[src/rtl/alu_sequencer_if.sv]
// Command channel between a command source and the ALU sequencer.
// The source drives the command fields and cmd_valid; the sequencer returns cmd_ready.
interface alu_sequencer_if #(
  parameter int unsigned N = 8
);
  logic         cmd_valid;
  logic         cmd_ready;
  logic [2:0]   cmd_op;
  logic [1:0]   cmd_rd;
  logic [1:0]   cmd_ra;
  logic [1:0]   cmd_rb;
  logic         cmd_use_imm;
  logic [N-1:0] cmd_imm;

  modport master (
    output cmd_valid, cmd_op, cmd_rd, cmd_ra, cmd_rb, cmd_use_imm, cmd_imm,
    input  cmd_ready
  );

  modport slave (
    input  cmd_valid, cmd_op, cmd_rd, cmd_ra, cmd_rb, cmd_use_imm, cmd_imm,
    output cmd_ready
  );
endinterface

[src/rtl/alu_sequencer.sv]
// Single-issue sequencer: latches a command and its operands, drives an external ALU,
// captures the result and flags, then writes back into a 4-entry register file.
module alu_sequencer #(
  parameter int unsigned N = 8
) (
  input  logic         clk,
  input  logic         rst_n,
  alu_sequencer_if.slave cmd,
  output logic [N-1:0] alu_a,
  output logic [N-1:0] alu_b,
  output logic [2:0]   alu_cntr,
  input  logic [N-1:0] alu_r,
  input  logic [3:0]   alu_flags,
  output logic [3:0]   flags,
  output logic         done,
  output logic         err,
  output logic         busy,
  input  logic [1:0]   dbg_addr,
  output logic [N-1:0] dbg_data
);

  localparam int unsigned NREG = 4;

  typedef enum logic [1:0] {IDLE, EXEC, WB} state_t;

  state_t       state_q, state_d;
  logic         accept, capture, retire;
  logic [1:0]   rd_q;
  logic [N-1:0] res_q;
  logic [3:0]   flg_q;
  logic [N-1:0] regs [NREG];

  // State register
  always_ff @(posedge clk or negedge rst_n) begin
    if (!rst_n) state_q <= IDLE;
    else        state_q <= state_d;
  end

  // Next state and per-state strobes
  always_comb begin
    state_d = state_q;
    accept  = 1'b0;
    capture = 1'b0;
    retire  = 1'b0;
    case (state_q)
      IDLE: if (cmd.cmd_valid) begin
        accept  = 1'b1;
        state_d = EXEC;
      end
      EXEC: begin
        capture = 1'b1;
        state_d = WB;
      end
      WB: begin
        retire  = 1'b1;
        state_d = IDLE;
      end
      default: state_d = IDLE;
    endcase
  end

  assign cmd.cmd_ready = (state_q == IDLE);
  assign busy          = (state_q != IDLE);
  assign dbg_data      = regs[dbg_addr];

  // Operand latch, ALU capture, write-back; alu_cntr doubles as the latched opcode
  always_ff @(posedge clk or negedge rst_n) begin
    if (!rst_n) begin
      alu_a    <= '0;
      alu_b    <= '0;
      alu_cntr <= 3'd0;
      rd_q     <= 2'd0;
      res_q    <= '0;
      flg_q    <= 4'd0;
      flags    <= 4'd0;
      done     <= 1'b0;
      err      <= 1'b0;
      for (int i = 0; i < NREG; i++) regs[i] <= '0;
    end else begin
      done <= capture;
      err  <= capture && (alu_cntr[2:1] == 2'b11);
      if (accept) begin
        alu_cntr <= cmd.cmd_op;
        rd_q     <= cmd.cmd_rd;
        alu_a    <= regs[cmd.cmd_ra];
        alu_b    <= cmd.cmd_use_imm ? cmd.cmd_imm : regs[cmd.cmd_rb];
      end
      if (capture) begin
        res_q <= alu_r;
        flg_q <= alu_flags;
      end
      if (retire) begin
        case (alu_cntr)
          3'd0, 3'd1: begin
            regs[rd_q] <= res_q;
            flags      <= flg_q;
          end
          3'd2, 3'd3, 3'd4, 3'd5: begin
            // Logic and move ops refresh Z/N only; C and V keep their arithmetic history
            regs[rd_q] <= res_q;
            flags[0]   <= flg_q[0];
            flags[2]   <= flg_q[2];
          end
          default: ;
        endcase
      end
    end
  end

endmodule

[src/flat_wrapper.sv]
// flat-port wrapper written by rule: the top's interface ports become plain ports
module alu_sequencer_flat 
#(
  parameter int unsigned N = 8
)
  (clk, rst_n, alu_a, alu_b, alu_cntr, alu_r, alu_flags, flags, done, err, busy, dbg_addr, dbg_data, cmd_cmd_valid, cmd_cmd_op, cmd_cmd_rd, cmd_cmd_ra, cmd_cmd_rb, cmd_cmd_use_imm, cmd_cmd_imm, cmd_cmd_ready);
  alu_sequencer_if #(.N(N)) cmd_i ();
  input  logic clk;
  input  logic rst_n;
  output logic [N-1:0] alu_a;
  output logic [N-1:0] alu_b;
  output logic [2:0] alu_cntr;
  input  logic [N-1:0] alu_r;
  input  logic [3:0] alu_flags;
  output logic [3:0] flags;
  output logic done;
  output logic err;
  output logic busy;
  input  logic [1:0] dbg_addr;
  output logic [N-1:0] dbg_data;
  input wire logic [$bits(cmd_i.cmd_valid)-1:0] cmd_cmd_valid;
  input wire logic [$bits(cmd_i.cmd_op)-1:0] cmd_cmd_op;
  input wire logic [$bits(cmd_i.cmd_rd)-1:0] cmd_cmd_rd;
  input wire logic [$bits(cmd_i.cmd_ra)-1:0] cmd_cmd_ra;
  input wire logic [$bits(cmd_i.cmd_rb)-1:0] cmd_cmd_rb;
  input wire logic [$bits(cmd_i.cmd_use_imm)-1:0] cmd_cmd_use_imm;
  input wire logic [$bits(cmd_i.cmd_imm)-1:0] cmd_cmd_imm;
  output wire logic [$bits(cmd_i.cmd_ready)-1:0] cmd_cmd_ready;
  assign cmd_i.cmd_valid = cmd_cmd_valid;
  assign cmd_i.cmd_op = cmd_cmd_op;
  assign cmd_i.cmd_rd = cmd_cmd_rd;
  assign cmd_i.cmd_ra = cmd_cmd_ra;
  assign cmd_i.cmd_rb = cmd_cmd_rb;
  assign cmd_i.cmd_use_imm = cmd_cmd_use_imm;
  assign cmd_i.cmd_imm = cmd_cmd_imm;
  assign cmd_cmd_ready = cmd_i.cmd_ready;
  alu_sequencer #(.N(N)) u_core (.clk(clk), .rst_n(rst_n), .cmd(cmd_i), .alu_a(alu_a), .alu_b(alu_b), .alu_cntr(alu_cntr), .alu_r(alu_r), .alu_flags(alu_flags), .flags(flags), .done(done), .err(err), .busy(busy), .dbg_addr(dbg_addr), .dbg_data(dbg_data));
endmodule
[config.mk]
export PLATFORM = sky130hd
export DESIGN_NAME = alu_sequencer_flat
export DESIGN_NICKNAME = d
export VERILOG_FILES = /design/src/rtl/alu_sequencer_if.sv /design/src/rtl/alu_sequencer.sv /design/src/flat_wrapper.sv
export SDC_FILE = /design/constraint.sdc
export NUM_CORES = 1
export LEC_CHECK = 0
export ABC_CLOCK_PERIOD_IN_PS = 1390
export BUFFER_PORTS_ARGS = -buffer_cell sky130_fd_sc_hd__buf_2
export CAP_MARGIN = 20
export CORE_ASPECT_RATIO = 1.75
export CORE_UTILIZATION = 49
export CTS_BUF_LIST = sky130_fd_sc_hd__clkbuf_16
export CTS_CLUSTER_DIAMETER = 40
export DETAILED_ROUTE_END_ITERATION = 7
export PLACE_DENSITY = 0.73
export SLEW_MARGIN = 20
export SYNTH_ARGS = -nofsm -noshare
export SYNTH_HDL_FRONTEND = slang
export SYNTH_SLANG_ARGS = --single-unit
export TNS_END_PERCENT = 30
[constraint.sdc]
create_clock -name clk -period 1.39 [get_ports clk]
set_input_delay 0.0695 -clock clk [delete_from_list [all_inputs] [get_ports clk]]
set_output_delay 0.0695 -clock clk [all_outputs]
set_load 0.1 [all_outputs]
==> impl_metrics.py, run 1 <==
metrics = {
    "min_path": {
        "hold_class": "primary input to flip-flop",
    },
    "synthesis": {
        "synth_top_family_by_area": "multiplexers",
        "synth_cell_types": 21,
        "ys_ff_latch": 73,
        "syn_nets": 244,
        "syn_inst": 209,
        "yosysWarnings": 0,
        "ys_seq_area_share_pct": 54.0,
        "synth_area_um2": 3390,
        "synth_area_leaders": "dfrtp_1, mux2_2, mux4_2, mux2i_1, a21oi_1",
        "synth_area_per_cell_um2": 16.2,
        "async_reset_ff_share_pct": 100,
        "synth_simple_gate_area_share_pct": 4.58,
        "synth_xor_area_share_pct": 0,
        "synth.most_common_cell": "dfrtp_1",
        "synthAdderAreaFrac_pct": 0,
        "synth_mux_area_share_pct": 38.6,
        "synth-edff-count": 0,
        "synth_compound_area_share_pct": 1.18,
        "netlist_top_cells_count": "dfrtp_1, mux2_2, mux4_2",
        "yosysTopAreaCellShare_pct": 54.0,
        "synthFlopType": "dfrtp_1",
        "synth_top_cell_by_area": "dfrtp_1",
    },
    "timing": {
        "final.min_clock_period_ns": 1.52,
        "min_period_over_period_pct": 110,
        "drv_slew": 0,
        "max_freq_mhz": 657,
        "relSlewSlack_pct": 67.1,
        "rsz0062_at_grt": "yes",
        "final-setup-viol-count": 59,
        "worst_pin_slew_ns": 0.496,
        "final.setup.worst_slack_ns": -0.133,
        "hold_violations": 0,
        "hold_ws_ns": 0.0527,
        "fin_skew_ns": 0.00383,
    },
    "place": {
        "dp_hpwl_um": 4950,
        "dp_slack_ns": -0.104,
        "portBuffers": 69,
        "place.gp.congestion": 0.774,
    },
    "clock_tree": {
        "clockBufferDepth": 2,
        "clkSlewWorstSetupHoldPaths_ns": 0.05,
        "clock_sinks": 73,
        "h-tree-depth": 3,
        "clk_latency_ns": 0.32,
        "cts_root_buffer": "clkbuf_16",
        "cts_tree": "yes",
        "numCtsBuffers": 9,
    },
    "critical_path": {
        "crit_path_max_fanout": 4,
        "cp.arrival_ns": 1.45,
        "end_kind": "output pin",
        "startpoint_type": "flip-flop",
        "cp_data_required_time_ns": 1.32,
        "path_class": "flip-flop to output pin",
    },
    "die": {
        "pin_count": 70,
        "die_h_um": 112,
        "die_area_um2": 7260,
        "row_count": 39,
        "die_w_um": 64.8,
        "coreArea_um2": 6590,
        "initial_utilization_pct": 51.4,
    },
    "power": {
        "ir_drop_uv": 1450,
        "powerDensity_nw_per_um2": 2550,
        "p_leak_nw": 2.33,
        "finalPower_w": 0.0127,
    },
    "route": {
        "vias": 2360,
        "drc_errors": 0,
        "drt-initial-drc-count": 174,
        "drtPass1Iterations": 4,
        "wl_per_cell_um": 19.3,
        "antenna_left": 0,
        "avgViaCountPerCell": 5.54,
        "wl_um": 8230,
    },
    "run_status": {
        "status": "finished, violations left",
        "violations": "setup timing",
    },
    "grt": {
        "grt_overflow": 0,
        "grt_pass1_wl_um": 12300,
        "grt_max_degree": 74,
        "antenna_found_initial": 0,
        "track_usage_pct": 23.6,
        "grt_pass1_vias": 2516,
    },
    "final_layout": {
        "fillers": 410,
        "final_core_util_pct": 75.7,
        "antennaDiodeCount": 0,
        "finalNetCount": 375,
        "drive_above_1_share_pct": 67.7,
        "syn_to_final_growth_pct": 47.4,
    },
    "job": {
        "cap_violations": 0,
    },
}
[final timing paths]
| path | startpoint | endpoint | slack [ns] | cells after the start |
|---|---|---|---|---|
| max in group asynchronous | rst_n | u_core.alu_cntr[2] | 0.76 | 3 |
| worst min register to register | u_core.flags[1] | u_core.flags[1] | 0.50 | 1 |
| worst max register to register | u_core.state_q[1] | u_core.alu_a[4] | -0.09 | 5 |
| min in group asynchronous | rst_n | u_core.alu_a[6] | 0.30 | 3 |
| worst min-delay path | cmd_cmd_imm[4] | u_core.alu_b[4] | 0.05 | 3 |
| worst max-delay path | u_core.regs[26] | dbg_data[2] | -0.13 | 2 |
[layout by cell type (no fill, tap or decap), types with 2 or more instances in the layout]
cell type,n
inv_1,5
nor2_2,5
nand2_4,2
mux4_2,24
buf_12,12
nor2_1,3
buf_8,3
dlygate4sd3_1,18
dfrtp_1,70
clkbuf_16,10
nand4b_2,2
buf_4,27
a21oi_1,4
dfrtp_4,2
mux2_2,40
mux2_4,21
a21oi_2,4
buf_2,57
buf_6,14
mux2i_1,8
[worst max-delay path: stages, from the launching register on]
cell,delay (ns)
dfrtp_1,0.44
mux4_2,0.49
buf_6,0.20
[cell type report]
class	count	area (µm²)	area share, %
clock inverters	6	22.5	0.451
well taps	82	103	2.06
clock buffers	9	225	4.51
repair buffers	132	1140	22.8
multi-input cells	123	1660	33.3
flip-flops and latches	73	1840	36.8
inverters	1	7.51	0.150
[report_power, final]
part / switching, W / leakage [nW] / total [W] / internal (W)
Sequential: 0.000721 / 0.879 / 0.00376 / 0.00303
Combinational: 0.00436 / 1.31 / 0.00702 / 0.00266
Clock: 0.000775 / 0.139 / 0.00193 / 0.00116
[sequential cells by signal, summed over array words and instances, names as in the netlist, 3 cells and up]
register	flops
u_core.regs	32
u_core.flags	4
u_core.alu_a	8
u_core.flg_q	4
u_core.alu_b	8
u_core.alu_cntr	3
u_core.res_q	8
[cell families (layout without fill, tap and decap cells)]
family	after synthesis	count (layout)
compound gates	8	8
buf+inv	13	148
flops	73	73
mux	93	93
simple gates	22	22
[metal layers]
layer / GRT usage [%] / wire length (µm) / up-vias
met5: 0 / 0 / -
met4: 13.5 / 233 / 0
met3: 4.51 / 345 / 21
met2: 41.0 / 4610 / 81
met1: 26.1 / 3050 / 1203
li1: - / - / 1055
[metrics by stage]
| step | cells | cell area [µm²] | TNS [ns] |
|---|---|---|---|
| 6_report | 426 | 4990 | -2.75 |
| 5_1_grt | 426 | 4990 | -4.92 |
| 4_1_cts | 420 | 4800 | -2.27 |
| 3_5_place_dp | 372 | 4080 | -2.04 |
| 3_3_place_gp | 372 | 4080 | -1.22 |
| 2_1_floorplan | 209 | 3400 | -3.10 |
[timing repair]
action / CTS / global route
gates cloned: 0 / 1
setup buffers: 15 / 5
setup endpoints to repair: 61 / 73
hold endpoints to repair: 90 / 0
hold buffers: 18 / 0
pin swaps: 2 / 2
resized for setup: 51 / 35
No activity file was read; power rests on OpenSTA's default activity.
==> inputs of run 2 (changes only) <==
Settings changed: ABC_AREA from default to 1, CORE_ASPECT_RATIO 1.75 to 1.5, CORE_UTILIZATION 49 to 50, PLACE_DENSITY 0.73 to 0.74.
==> run 2 against run 1 <==
The flow now finishes without violations. Largest power group unchanged. Sequential cell count did not move. Sequential power barely moved. Final cell count rose by 65%. First-iteration DRC count rose by 28%. Hold slack improved by 0.022 ns. Die area rose by 5.9%. Critical path depth rose by 1. Routed wire length rose by 12%.
==> impl_metrics.py, run 2 <==
metrics = {
    "timing": {
        "drv_slew": 0,
        "worst_pin_slew_ns": 0.490,
        "max_freq_mhz": 746,
        "rsz0062_at_grt": "yes",
        "hold_violations": 0,
        "min_period_over_period_pct": 96.5,
        "final-setup-viol-count": 0,
        "fin_skew_ns": 0.00631,
        "final.min_clock_period_ns": 1.34,
        "relSlewSlack_pct": 67.5,
        "hold_ws_ns": 0.0749,
    },
    "synthesis": {
        "synth_area_per_cell_um2": 7.13,
        "synth_area_um2": 3670,
        "synthFlopType": "dfrtp_1",
        "async_reset_ff_share_pct": 100,
        "synth_cell_types": 16,
        "synth-edff-count": 0,
        "syn_inst": 514,
        "yosysWarnings": 0,
        "netlist_top_cells_count": "nand2_1, dfrtp_1, nor2_1",
        "synth_area_leaders": "dfrtp_1, nand2_1, nor2_1, nand3_1, o21ai_0",
        "synth.most_common_cell": "nand2_1",
        "ys_ff_latch": 73,
        "syn_nets": 549,
        "yosysTopAreaCellShare_pct": 49.8,
        "ys_seq_area_share_pct": 49.8,
        "synth_top_cell_by_area": "dfrtp_1",
    },
    "final_layout": {
        "antennaDiodeCount": 0,
        "regMostFlops": "u_core.regs",
        "largest_reg_flops": 32,
        "final_common_cell": "nand2_1",
        "fin_cells": 705,
        "finalNetCount": 638,
        "postLayoutCellArea_um2": 4840,
        "syn_to_final_growth_pct": 32.1,
        "drive_above_1_share_pct": 20.1,
        "layout_common_cells": "nand2_1, nor2_1, dfrtp_1, buf_2, nand3_1",
    },
    "route": {
        "avgViaCountPerCell": 5.06,
        "drtPass1Iterations": 5,
        "wl_um": 9200,
        "drc_errors": 0,
        "drt-initial-drc-count": 223,
        "wl_per_cell_um": 13.0,
        "vias": 3564,
        "antenna_left": 0,
    },
    "grt": {
        "grt_pass1_vias": 3302,
        "met3_usage_pct": 4.32,
        "grt_max_degree": 74,
        "top_usage_layer": "met2",
        "use_met2_pct": 44.1,
        "grt_pass1_wl_um": 15100,
        "antenna_found_initial": 0,
        "met1_usage_pct": 31.2,
        "track_usage_pct": 25.6,
        "grt_overflow": 0,
    },
    "job": {
        "cap_violations": 0,
    },
    "run_status": {
        "status": "finished clean",
    },
    "critical_path": {
        "crit_path_max_fanout": 4,
        "end_kind": "output pin",
        "path_class": "flip-flop to output pin",
        "cp.arrival_ns": 1.27,
        "cp_data_required_time_ns": 1.32,
        "startpoint_type": "flip-flop",
    },
    "power": {
        "powerDensity_nw_per_um2": 2250,
        "seqPwrFrac_pct": 34.3,
        "ir_drop_uv": 1370,
        "p_int_w": 0.00555,
        "pwr-share-comb_pct": 45.3,
        "clkPwrFrac_pct": 20.3,
        "switching_power_w": 0.00534,
        "p_leak_nw": 2.58,
        "switching_share_pct": 49.0,
    },
    "clock_tree": {
        "cts_root_buffer": "clkbuf_16",
        "numCtsBuffers": 9,
        "h-tree-depth": 3,
        "clockBufferDepth": 2,
        "clock_sinks": 73,
        "cts_tree": "yes",
        "clkSlewWorstSetupHoldPaths_ns": 0.06,
        "clk_latency_ns": 0.33,
    },
    "place": {
        "placed_area_um2": 4330,
        "dp.cells": 669,
        "portBuffers": 69,
        "place.gp.congestion": 0.909,
        "dp_hpwl_um": 6480,
    },
    "die": {
        "initial_utilization_pct": 52.4,
        "die_h_um": 107,
        "die_area_um2": 7690,
        "row_count": 37,
        "pin_count": 70,
        "die_w_um": 71.9,
        "coreArea_um2": 6990,
    },
    "min_path": {
        "hold_class": "primary input to flip-flop",
    },
}
run 2: cell count changes after synthesis, moves of 4 or more:
cell	delta
a21oi_1	-8
nand2_2	+5
nand3_1	+41
inv_2	+4
buf_2	+5
mux2_2	-61
o22ai_1	+8
mux2i_1	-8
mux4_2	-24
nand2_1	+231
inv_1	+19
o21ai_0	+34
nor2_1	+61
run 2: path summary, 6_finish.rpt:
path                                   startpoint           endpoint  slack (ns)  cells after the start
worst max-delay path              u_core.regs[22]        dbg_data[6]        0.05                      3
min in group asynchronous                   rst_n    u_core.alu_b[5]        0.29                      3
max in group asynchronous                   rst_n  u_core.state_q[1]        0.76                      3
worst min-delay path               cmd_cmd_imm[6]    u_core.alu_b[6]        0.07                      5
worst min register to register    u_core.alu_b[6]    u_core.alu_b[6]        0.47                      2
worst max register to register  u_core.state_q[0]     u_core.regs[0]        0.09                      5
run 2: per-stage QoR:
stage / setup TNS, ns / utilization [%] / total power (W) / setup slack [ns]
floorplan: -6.01 / - / 0.00728 / -0.249
global placement: 0 / 61.9 / 0.00846 / 0.125
detailed placement: 0 / 61.9 / 0.00855 / 0.0754
CTS: 0 / 68.6 / 0.0108 / 0.0203
global route: -0.00435 / 69.3 / 0.0115 / -0.00435
finish: 0 / 69.3 / 0.0109 / 0.0487
run 2: power groups by stage:
stage	combinational, W	clock (W)	sequential, W
CTS	0.00491	0.00225	0.00369
global route	0.00529	0.00234	0.00384
global placement	0.00478	0	0.00368
detailed placement	0.00484	0	0.00371
floorplan	0.00210	0	0.00519
finish	0.00494	0.00221	0.00374
run 2: cell type report:
type                       count  area, µm²
fill                         600       2150
sequential                    73       1830
multi-input combinational    397       1720
timing repair buffer          98        783
clock buffer                   9        225
tap                           97        121
inverter                      24       95.1
clock inverter                 7       62.6
run 2: cell families (layout without fill, tap and decap cells):
family,Yosys count,in the layout,share of synthesized area (%)
AO/OA/AOI/OAI,44,44,6.28
buffers and inverters,44,138,5.39
flip-flops,73,73,49.8
AND/OR/NAND/NOR,353,353,38.5
run 2: critical path, stage by stage (launching register included):
cell and delay (ns):
dfrtp_1 0.42, o21ai_0 0.23, o22ai_2 0.12, buf_12 0.18
run 2: metal layers:
layer / vias up / share of wire, %
li1: 1787 / -
met1: 1630 / 40
met2: 127 / 52
met3: 20 / 5.0
met4: 0 / 3.0
met5: - / 0
run 2: repair_timing:
item / 4_1_cts / 5_1_grt
pin swaps: 0 / 1
setup buffers: 0 / 2
endpoints found under the hold margin: 90 / 0
setup endpoints to repair: 3 / 36
gates cloned: 0 / 0
resized for setup: 4 / 12
hold buffers: 18 / 0
